$ cat config.mk
export PLATFORM = sky130hd
export DESIGN_NAME = music_box_mode_sequencer_flat
export DESIGN_NICKNAME = d
export VERILOG_FILES = /design/src/rtl/music_box_mode_sequencer_if.sv /design/src/rtl/music_box_mode_sequencer.sv /design/src/flat_wrapper.sv
export SDC_FILE = /design/constraint.sdc
export NUM_CORES = 1
export LEC_CHECK = 0
export BUFFER_PORTS_ARGS = -buffer_cell sky130_fd_sc_hd__buf_2
export CORE_AREA = 2 2 110 112
export CTS_CLUSTER_SIZE = 40
export DETAILED_ROUTE_END_ITERATION = 12
export DIE_AREA = 0 0 112 114
export GPL_ROUTABILITY_DRIVEN = 0
export HOLD_SLACK_MARGIN = 0.12
export PLACE_DENSITY = 0.57
export SYNTH_ARGS = -nofsm -noshare
export SYNTH_HDL_FRONTEND = slang
export SYNTH_SLANG_ARGS = --single-unit
export TNS_END_PERCENT = 1
$ cat constraint.sdc
create_clock -name clock_50Mhz -period 3.73 [get_ports clock_50Mhz]
set_input_delay 0.1865 -clock clock_50Mhz [delete_from_list [all_inputs] [get_ports clock_50Mhz]]
set_output_delay 0.1865 -clock clock_50Mhz [all_outputs]
set_load 0.03 [all_outputs]
$ cat src/rtl/music_box_mode_sequencer_if.sv
// Muxed SDRAM command bus between the mode sequencer and the SDRAM controller.
// The sequencer drives it (master); the controller consumes it (slave).
interface music_box_mode_sequencer_if #(
  parameter int ADDR_W = 25,
  parameter int DATA_W = 16
);
  logic [ADDR_W-1:0] sdram_inputAddress;
  logic [DATA_W-1:0] sdram_writeData;
  logic              sdram_isWriting;
  logic              sdram_inputValid;

  modport master (
    output sdram_inputAddress,
    output sdram_writeData,
    output sdram_isWriting,
    output sdram_inputValid
  );

  modport slave (
    input sdram_inputAddress,
    input sdram_writeData,
    input sdram_isWriting,
    input sdram_inputValid
  );
endinterface

$ cat src/rtl/music_box_mode_sequencer.sv
// Music box mode sequencer: picks a mode from active-low buttons, runs it
// until complete/abort/timeout, routes its SDRAM commands and mixes its audio
// with the live overlay into a saturated, registered DAC sample.
module music_box_mode_sequencer #(
  parameter int                   NUM_MODES       = 4,
  parameter int                   AUDIO_W         = 8,
  parameter int                   ADDR_W          = 25,
  parameter int                   DATA_W          = 16,
  parameter logic [NUM_MODES-1:0] SDRAM_MODE_MASK = 4'b1100,
  parameter int                   TIMEOUT_CYCLES  = 0,
  parameter int                   STATE_W         = $clog2(NUM_MODES + 2)
) (
  input  logic                         clock_50Mhz,
  input  logic                         reset_n,
  input  logic [NUM_MODES-1:0]         mode_request_n,
  input  logic                         abort_n,
  input  logic [NUM_MODES-1:0]         mode_complete,
  input  logic [NUM_MODES*AUDIO_W-1:0] mode_audio,
  input  logic [AUDIO_W-1:0]           overlay_audio,
  input  logic [NUM_MODES*ADDR_W-1:0]  mode_sdram_addr,
  input  logic [NUM_MODES*DATA_W-1:0]  mode_sdram_wdata,
  input  logic [NUM_MODES-1:0]         mode_sdram_wr,
  input  logic [NUM_MODES-1:0]         mode_sdram_valid,
  music_box_mode_sequencer_if.master   sdram,
  output logic [NUM_MODES-1:0]         mode_run,
  output logic [STATE_W-1:0]           state_code,
  output logic [1:0]                   exit_code,
  output logic [AUDIO_W-1:0]           audio_out
);

  localparam int MODE_W  = (NUM_MODES > 1) ? $clog2(NUM_MODES) : 1;
  localparam int CNT_W   = (TIMEOUT_CYCLES > 1) ? $clog2(TIMEOUT_CYCLES) : 1;
  localparam int TO_LAST = (TIMEOUT_CYCLES > 0) ? TIMEOUT_CYCLES - 1 : 0;

  localparam logic [1:0] EXIT_COMPLETE = 2'd1;
  localparam logic [1:0] EXIT_ABORT    = 2'd2;
  localparam logic [1:0] EXIT_TIMEOUT  = 2'd3;

  typedef enum logic [1:0] {
    S_IDLE,
    S_RUN,
    S_END,
    S_WAIT_RELEASE
  } state_t;

  state_t             state_q, state_d;
  logic [MODE_W-1:0]  mode_q, mode_d;
  logic [CNT_W-1:0]   cnt_q, cnt_d;
  logic [1:0]         exit_q, exit_d;
  logic [AUDIO_W-1:0] audio_q, audio_d;

  logic               any_req;
  logic [MODE_W-1:0]  sel_mode;
  logic               timeout_hit;
  logic [AUDIO_W-1:0] run_sample;
  logic [AUDIO_W:0]   audio_sum;

  assign any_req     = ~&mode_request_n;
  // Watchdog is compiled out functionally when TIMEOUT_CYCLES is 0.
  assign timeout_hit = (TIMEOUT_CYCLES != 0) && (cnt_q == CNT_W'(TO_LAST));

  // Highest-index pressed button wins: later loop iterations overwrite earlier ones.
  always_comb begin
    sel_mode = '0;
    for (int i = 0; i < NUM_MODES; i++) begin
      if (!mode_request_n[i]) sel_mode = MODE_W'(i);
    end
  end

  // State register, current mode, watchdog counter, exit code and DAC sample.
  always_ff @(posedge clock_50Mhz or negedge reset_n) begin
    if (!reset_n) begin
      state_q <= S_IDLE;
      mode_q  <= '0;
      cnt_q   <= '0;
      exit_q  <= 2'd0;
      audio_q <= '0;
    end else begin
      state_q <= state_d;
      mode_q  <= mode_d;
      cnt_q   <= cnt_d;
      exit_q  <= exit_d;
      audio_q <= audio_d;
    end
  end

  // Next-state logic: mode selection, exit priority and retrigger blocking.
  always_comb begin
    state_d = state_q;
    mode_d  = mode_q;
    cnt_d   = cnt_q;
    exit_d  = exit_q;
    case (state_q)
      S_IDLE: begin
        if (any_req) begin
          state_d = S_RUN;
          mode_d  = sel_mode;
          cnt_d   = '0;
        end
      end
      S_RUN: begin
        cnt_d = cnt_q + CNT_W'(1);
        if (mode_complete[mode_q]) begin
          state_d = S_END;
          exit_d  = EXIT_COMPLETE;
        end else if (!abort_n) begin
          state_d = S_END;
          exit_d  = EXIT_ABORT;
        end else if (timeout_hit) begin
          state_d = S_END;
          exit_d  = EXIT_TIMEOUT;
        end
      end
      S_END: begin
        state_d = any_req ? S_WAIT_RELEASE : S_IDLE;
      end
      S_WAIT_RELEASE: begin
        if (!any_req) state_d = S_IDLE;
      end
      default: state_d = S_IDLE;
    endcase
  end

  // Decoded outputs and SDRAM mux; everything is gated by the registered RUN state
  // so nothing leaks once the mode has exited. WAIT_RELEASE reports code 0.
  always_comb begin
    mode_run                 = '0;
    state_code               = '0;
    sdram.sdram_inputAddress = '0;
    sdram.sdram_writeData    = '0;
    sdram.sdram_isWriting    = 1'b0;
    sdram.sdram_inputValid   = 1'b0;
    case (state_q)
      S_RUN: begin
        mode_run[mode_q] = 1'b1;
        state_code       = STATE_W'(mode_q) + STATE_W'(1);
        if (SDRAM_MODE_MASK[mode_q]) begin
          sdram.sdram_inputAddress = mode_sdram_addr[mode_q*ADDR_W +: ADDR_W];
          sdram.sdram_writeData    = mode_sdram_wdata[mode_q*DATA_W +: DATA_W];
          sdram.sdram_isWriting    = mode_sdram_wr[mode_q];
          sdram.sdram_inputValid   = mode_sdram_valid[mode_q];
        end
      end
      S_END: state_code = STATE_W'(NUM_MODES + 1);
      default: ;
    endcase
  end

  // Audio mix: running mode's sample plus overlay, saturated to full scale.
  always_comb begin
    run_sample = (state_q == S_RUN) ? mode_audio[mode_q*AUDIO_W +: AUDIO_W] : '0;
    audio_sum  = {1'b0, run_sample} + {1'b0, overlay_audio};
    audio_d    = audio_sum[AUDIO_W] ? {AUDIO_W{1'b1}} : audio_sum[AUDIO_W-1:0];
  end

  assign exit_code = exit_q;
  assign audio_out = audio_q;

endmodule

$ cat src/flat_wrapper.sv
// flat-port wrapper written by rule: the top's interface ports become plain ports
module music_box_mode_sequencer_flat 
#(
  parameter int                   NUM_MODES       = 4,
  parameter int                   AUDIO_W         = 8,
  parameter int                   ADDR_W          = 25,
  parameter int                   DATA_W          = 16,
  parameter logic [NUM_MODES-1:0] SDRAM_MODE_MASK = 4'b1100,
  parameter int                   TIMEOUT_CYCLES  = 0,
  parameter int                   STATE_W         = $clog2(NUM_MODES + 2)
)
  (clock_50Mhz, reset_n, mode_request_n, abort_n, mode_complete, mode_audio, overlay_audio, mode_sdram_addr, mode_sdram_wdata, mode_sdram_wr, mode_sdram_valid, mode_run, state_code, exit_code, audio_out, sdram_sdram_inputAddress, sdram_sdram_writeData, sdram_sdram_isWriting, sdram_sdram_inputValid);
  music_box_mode_sequencer_if #(.ADDR_W(ADDR_W), .DATA_W(DATA_W)) sdram_i ();
  input  logic clock_50Mhz;
  input  logic reset_n;
  input  logic [NUM_MODES-1:0] mode_request_n;
  input  logic abort_n;
  input  logic [NUM_MODES-1:0] mode_complete;
  input  logic [NUM_MODES*AUDIO_W-1:0] mode_audio;
  input  logic [AUDIO_W-1:0] overlay_audio;
  input  logic [NUM_MODES*ADDR_W-1:0] mode_sdram_addr;
  input  logic [NUM_MODES*DATA_W-1:0] mode_sdram_wdata;
  input  logic [NUM_MODES-1:0] mode_sdram_wr;
  input  logic [NUM_MODES-1:0] mode_sdram_valid;
  output logic [NUM_MODES-1:0] mode_run;
  output logic [STATE_W-1:0] state_code;
  output logic [1:0] exit_code;
  output logic [AUDIO_W-1:0] audio_out;
  output wire logic [$bits(sdram_i.sdram_inputAddress)-1:0] sdram_sdram_inputAddress;
  output wire logic [$bits(sdram_i.sdram_writeData)-1:0] sdram_sdram_writeData;
  output wire logic [$bits(sdram_i.sdram_isWriting)-1:0] sdram_sdram_isWriting;
  output wire logic [$bits(sdram_i.sdram_inputValid)-1:0] sdram_sdram_inputValid;
  assign sdram_sdram_inputAddress = sdram_i.sdram_inputAddress;
  assign sdram_sdram_writeData = sdram_i.sdram_writeData;
  assign sdram_sdram_isWriting = sdram_i.sdram_isWriting;
  assign sdram_sdram_inputValid = sdram_i.sdram_inputValid;
  music_box_mode_sequencer #(.NUM_MODES(NUM_MODES), .AUDIO_W(AUDIO_W), .ADDR_W(ADDR_W), .DATA_W(DATA_W), .SDRAM_MODE_MASK(SDRAM_MODE_MASK), .TIMEOUT_CYCLES(TIMEOUT_CYCLES), .STATE_W(STATE_W)) u_core (.clock_50Mhz(clock_50Mhz), .reset_n(reset_n), .mode_request_n(mode_request_n), .abort_n(abort_n), .mode_complete(mode_complete), .mode_audio(mode_audio), .overlay_audio(overlay_audio), .mode_sdram_addr(mode_sdram_addr), .mode_sdram_wdata(mode_sdram_wdata), .mode_sdram_wr(mode_sdram_wr), .mode_sdram_valid(mode_sdram_valid), .sdram(sdram_i), .mode_run(mode_run), .state_code(state_code), .exit_code(exit_code), .audio_out(audio_out));
endmodule
==> impl_metrics.csv <==
group,metric,value,unit
outcome,status,"finished clean",
global_route,grt_max_degree,44,
setup_path,critPathMaxStageDelay,0.70,ns
setup_path,arrival,3.07,ns
pwr,leakagePower,1.87,nW
hold_path,min_from,"abort_n",
sta,grt_setup_unrepaired,"false",
hold_path,hold_path_class,"in2reg",
drt,first_pass_iters,6,
drt,wirelength_met1,2.80,mm
drt,wire_per_inst,12.2,um
logic_synthesis,ys_types,36,
pwr,max-vdd-ir-drop,0.403,mV
clocking,cts.sinks,14,
clocking,cts_root_buf,"clkbuf_16",
clocking,cts_tree,"done",
setup_path,required,3.88,ns
run,maxCapViolations,0,
logic_synthesis,ys_warn_count,0,
clocking,cts-resized-gates,0,
drt,final_antenna_net_count,0,
global_route,first_global_vias,2235,
logic_synthesis,syn_avg_cell_area,8.81,um^2
drt,drc,0,
place,place_inst,557,
die,die-area,12800,um^2
cells_and_area,final_cell_area,3190,um^2
cells_and_area,layout.nets,657,
sta,fmax,0.343,GHz
cells_and_area,area_delta_synth_final,62.5,%
die,row_count,40,
logic_synthesis,ys_ff_latch,14,
setup_path,critPathCaptureType,"flip-flop",
die,die_height,114,um
setup_path,critPathLaunch,"u_core.state_q[1]",
sta,hold_violations,0,
clocking,clk_pin_slew,0.05,ns
setup_path,cp_num_buf_inv,1,
logic_synthesis,syn_nets,464,
place,placed_area,3090,um^2
logic_synthesis,synthTopCellsByCount,"mux2i_1 (47), nor2_1 (45), ha_1 (17), dfrtp_1 (14), nand2_1 (13)",
clocking,numCtsBuffers,3,
drt,wl_met2,3.54,mm
setup_path,worstReg2RegStart,"u_core.state_q[1]",
setup_path,criticalPathCategory,"reg2reg",
die,die_w,112,um
drt,routed.top_layer,"met4",
sta,clock-skew-final,0.00118,ns
die,start_util,16.8,%
clocking,clockBufferDepth,2,
clocking,insertion_delay,0.24,ns
pwr,p_per_area,705,nW/um^2
sta,relSlewSlack,45.1,%
sta,slew_viol_final,0,
logic_synthesis,synth_top_area_cell,"mux2i_1",
setup_path,path_max_fanout,18,
cells_and_area,antenna_cells,0,
place,io_buffers,196,
drt,wl_met3,473,um
logic_synthesis,syn_inst,223,
sta,finalCritPeriodShare,78.2,%
setup_path,crit_path_frequent_cell,"ha_1",
place,hpwlAfterDp,6.01,mm
setup_path,worstPathCellList,"inv_1, ha_1, and2_1, ha_1, fa_1, nand3_1, a211oi_1, nor2_1, o21ai_0",
logic_synthesis,netlist_area,1960,um^2
global_route,grt_pass1_wl,10.4,mm
logic_synthesis,yosys_most_used_dff,"dfrtp_1",
drt,num_vias,2345,
sta,setup_viol,0,
global_route,overflow,0,
global_route,antenna_found_initial,0,
logic_synthesis,async_reset_ff_share,100,%
global_route,grt_usage,9.76,%
die,core,11700,um^2
logic_synthesis,seq_area_frac_synth,17.8,%
logic_synthesis,synth.most_common_cell,"mux2i_1",
logic_synthesis,synth_top_area_share,23.9,%
sta,finalSetupTns,0,ns
setup_path,path_delay_family,"adder cells",
setup_path,worst_path_max_delay_cell,"a211oi_1",
cells_and_area,drive_gt1_share,50.8,%
sta,fin_crit,2.92,ns
drt,viasPerCell,4.17,
die,io_pins,283,
clocking,htreeDepth,1,
sta,max_slew.worst_pin.slew,0.818,ns
drt,first_iter_violations,43,
logic_synthesis,synth_edf_count,0,
setup_path,startpoint_type,"flip-flop",
drt,wl,6.83,mm
cells_and_area,layout.cells.non_filler,562,
logic_synthesis,yosys-top-cells-area,"mux2i_1 (24%), dfrtp_1 (18%), ha_1 (11%)",
-- timing repair --
action | CTS | global route
setup buffers | 0 | 0
endpoints found under the hold margin | 14 | 0
hold buffers | 1 | 0
-- report_power, final --
| part | internal [mW] | leakage [nW] | total [mW] | switching [mW] |
|---|---|---|---|---|
| combinational | 0.683 | 1.67 | 1.72 | 1.04 |
| clock | 0.162 | 0.0442 | 0.222 | 0.0600 |
| sequential | 0.234 | 0.160 | 0.309 | 0.0753 |
-- stage by stage --
step                      power, mW  setup slack (ns)  hold WS, ns  util [%]
after floorplan                1.61              1.04       -0.109         -
after global placement         2.02             0.852       0.0999      26.4
after detailed placement       2.05             0.789        0.100      26.4
after CTS                      2.28             0.765        0.266      27.3
after global routing           2.43             0.514        0.287      27.3
final                          2.25             0.815        0.263      27.3
-- sequential cells by signal (all words and copies together) (netlist names) --
register / flops
u_core.audio_out: 8
u_core.exit_code: 2
u_core.mode_q: 2
u_core.state_q: 2
-- metal layers --
layer | track usage (%) | vias to the layer above
met1 | 12.0 | 1053
met3 | 1.43 | 2
met4 | 1.46 | 0
met5 | 0 | -
li1 | - | 1181
met2 | 18.5 | 109
-- path summary, 6_finish.rpt --
| kind | slack (ns) | cells after the start | endpoint |
|---|---|---|---|
| max in group asynchronous | 3.10 | 2 | u_core.mode_q[0] |
| hold reg to reg | 0.51 | 1 | u_core.exit_code[1] |
| setup reg to reg | 0.81 | 9 | u_core.audio_out[3] |
| setup / recovery | 0.81 | 9 | u_core.audio_out[3] |
| min in group asynchronous | 0.37 | 2 | u_core.audio_out[6] |
| hold / removal | 0.26 | 3 | u_core.exit_code[0] |
-- final cells by class --
class                           count  area [um^2]
Sequential cell                    14          352
Fill cell                        1254         8520
Timing Repair Buffer              201         1020
Clock buffer                        4         88.8
Inverter                            6         22.5
Tap cell                          147          184
Multi-Input combinational cell    190         1530
-- tightest hold or removal path, stage by stage --
cell,delay (ns)
buf_2,0.09
nor2b_1,0.05
o21ai_0,0.13
-- kinds of logic (layout without fill, tap and decap cells) --
family | count (synthesis) | count (layout) | synth area share, %
AND/OR/NAND/NOR | 84 | 84 | 19.4
multiplexers | 56 | 56 | 35.2
AO/OA/AOI/OAI | 30 | 30 | 10.3
buffers and inverters | 19 | 211 | 4.52
adder cells (fa/ha/maj) | 18 | 18 | 11.8
flip-flops | 14 | 14 | 17.8
XOR/XNOR | 2 | 2 | 0.892
-- layout by cell type, fill, tap and decap left out, types with 2 or more instances in the layout --
cell	n
clkbuf_16	3
mux4_1	5
buf_2	196
a21o_1	5
xnor2_1	2
nor2_1	45
and3_1	2
o21ai_0	5
buf_4	4
o21a_1	2
or3_1	2
nand2_1	13
a211oi_1	3
nor3b_1	2
mux2i_1	47
a21oi_1	8
and2_1	12
mux4_2	4
dfrtp_1	13
nor3_1	2
nor2b_1	2
inv_1	6
ha_1	17
No activity file was read; power rests on OpenSTA's default activity.
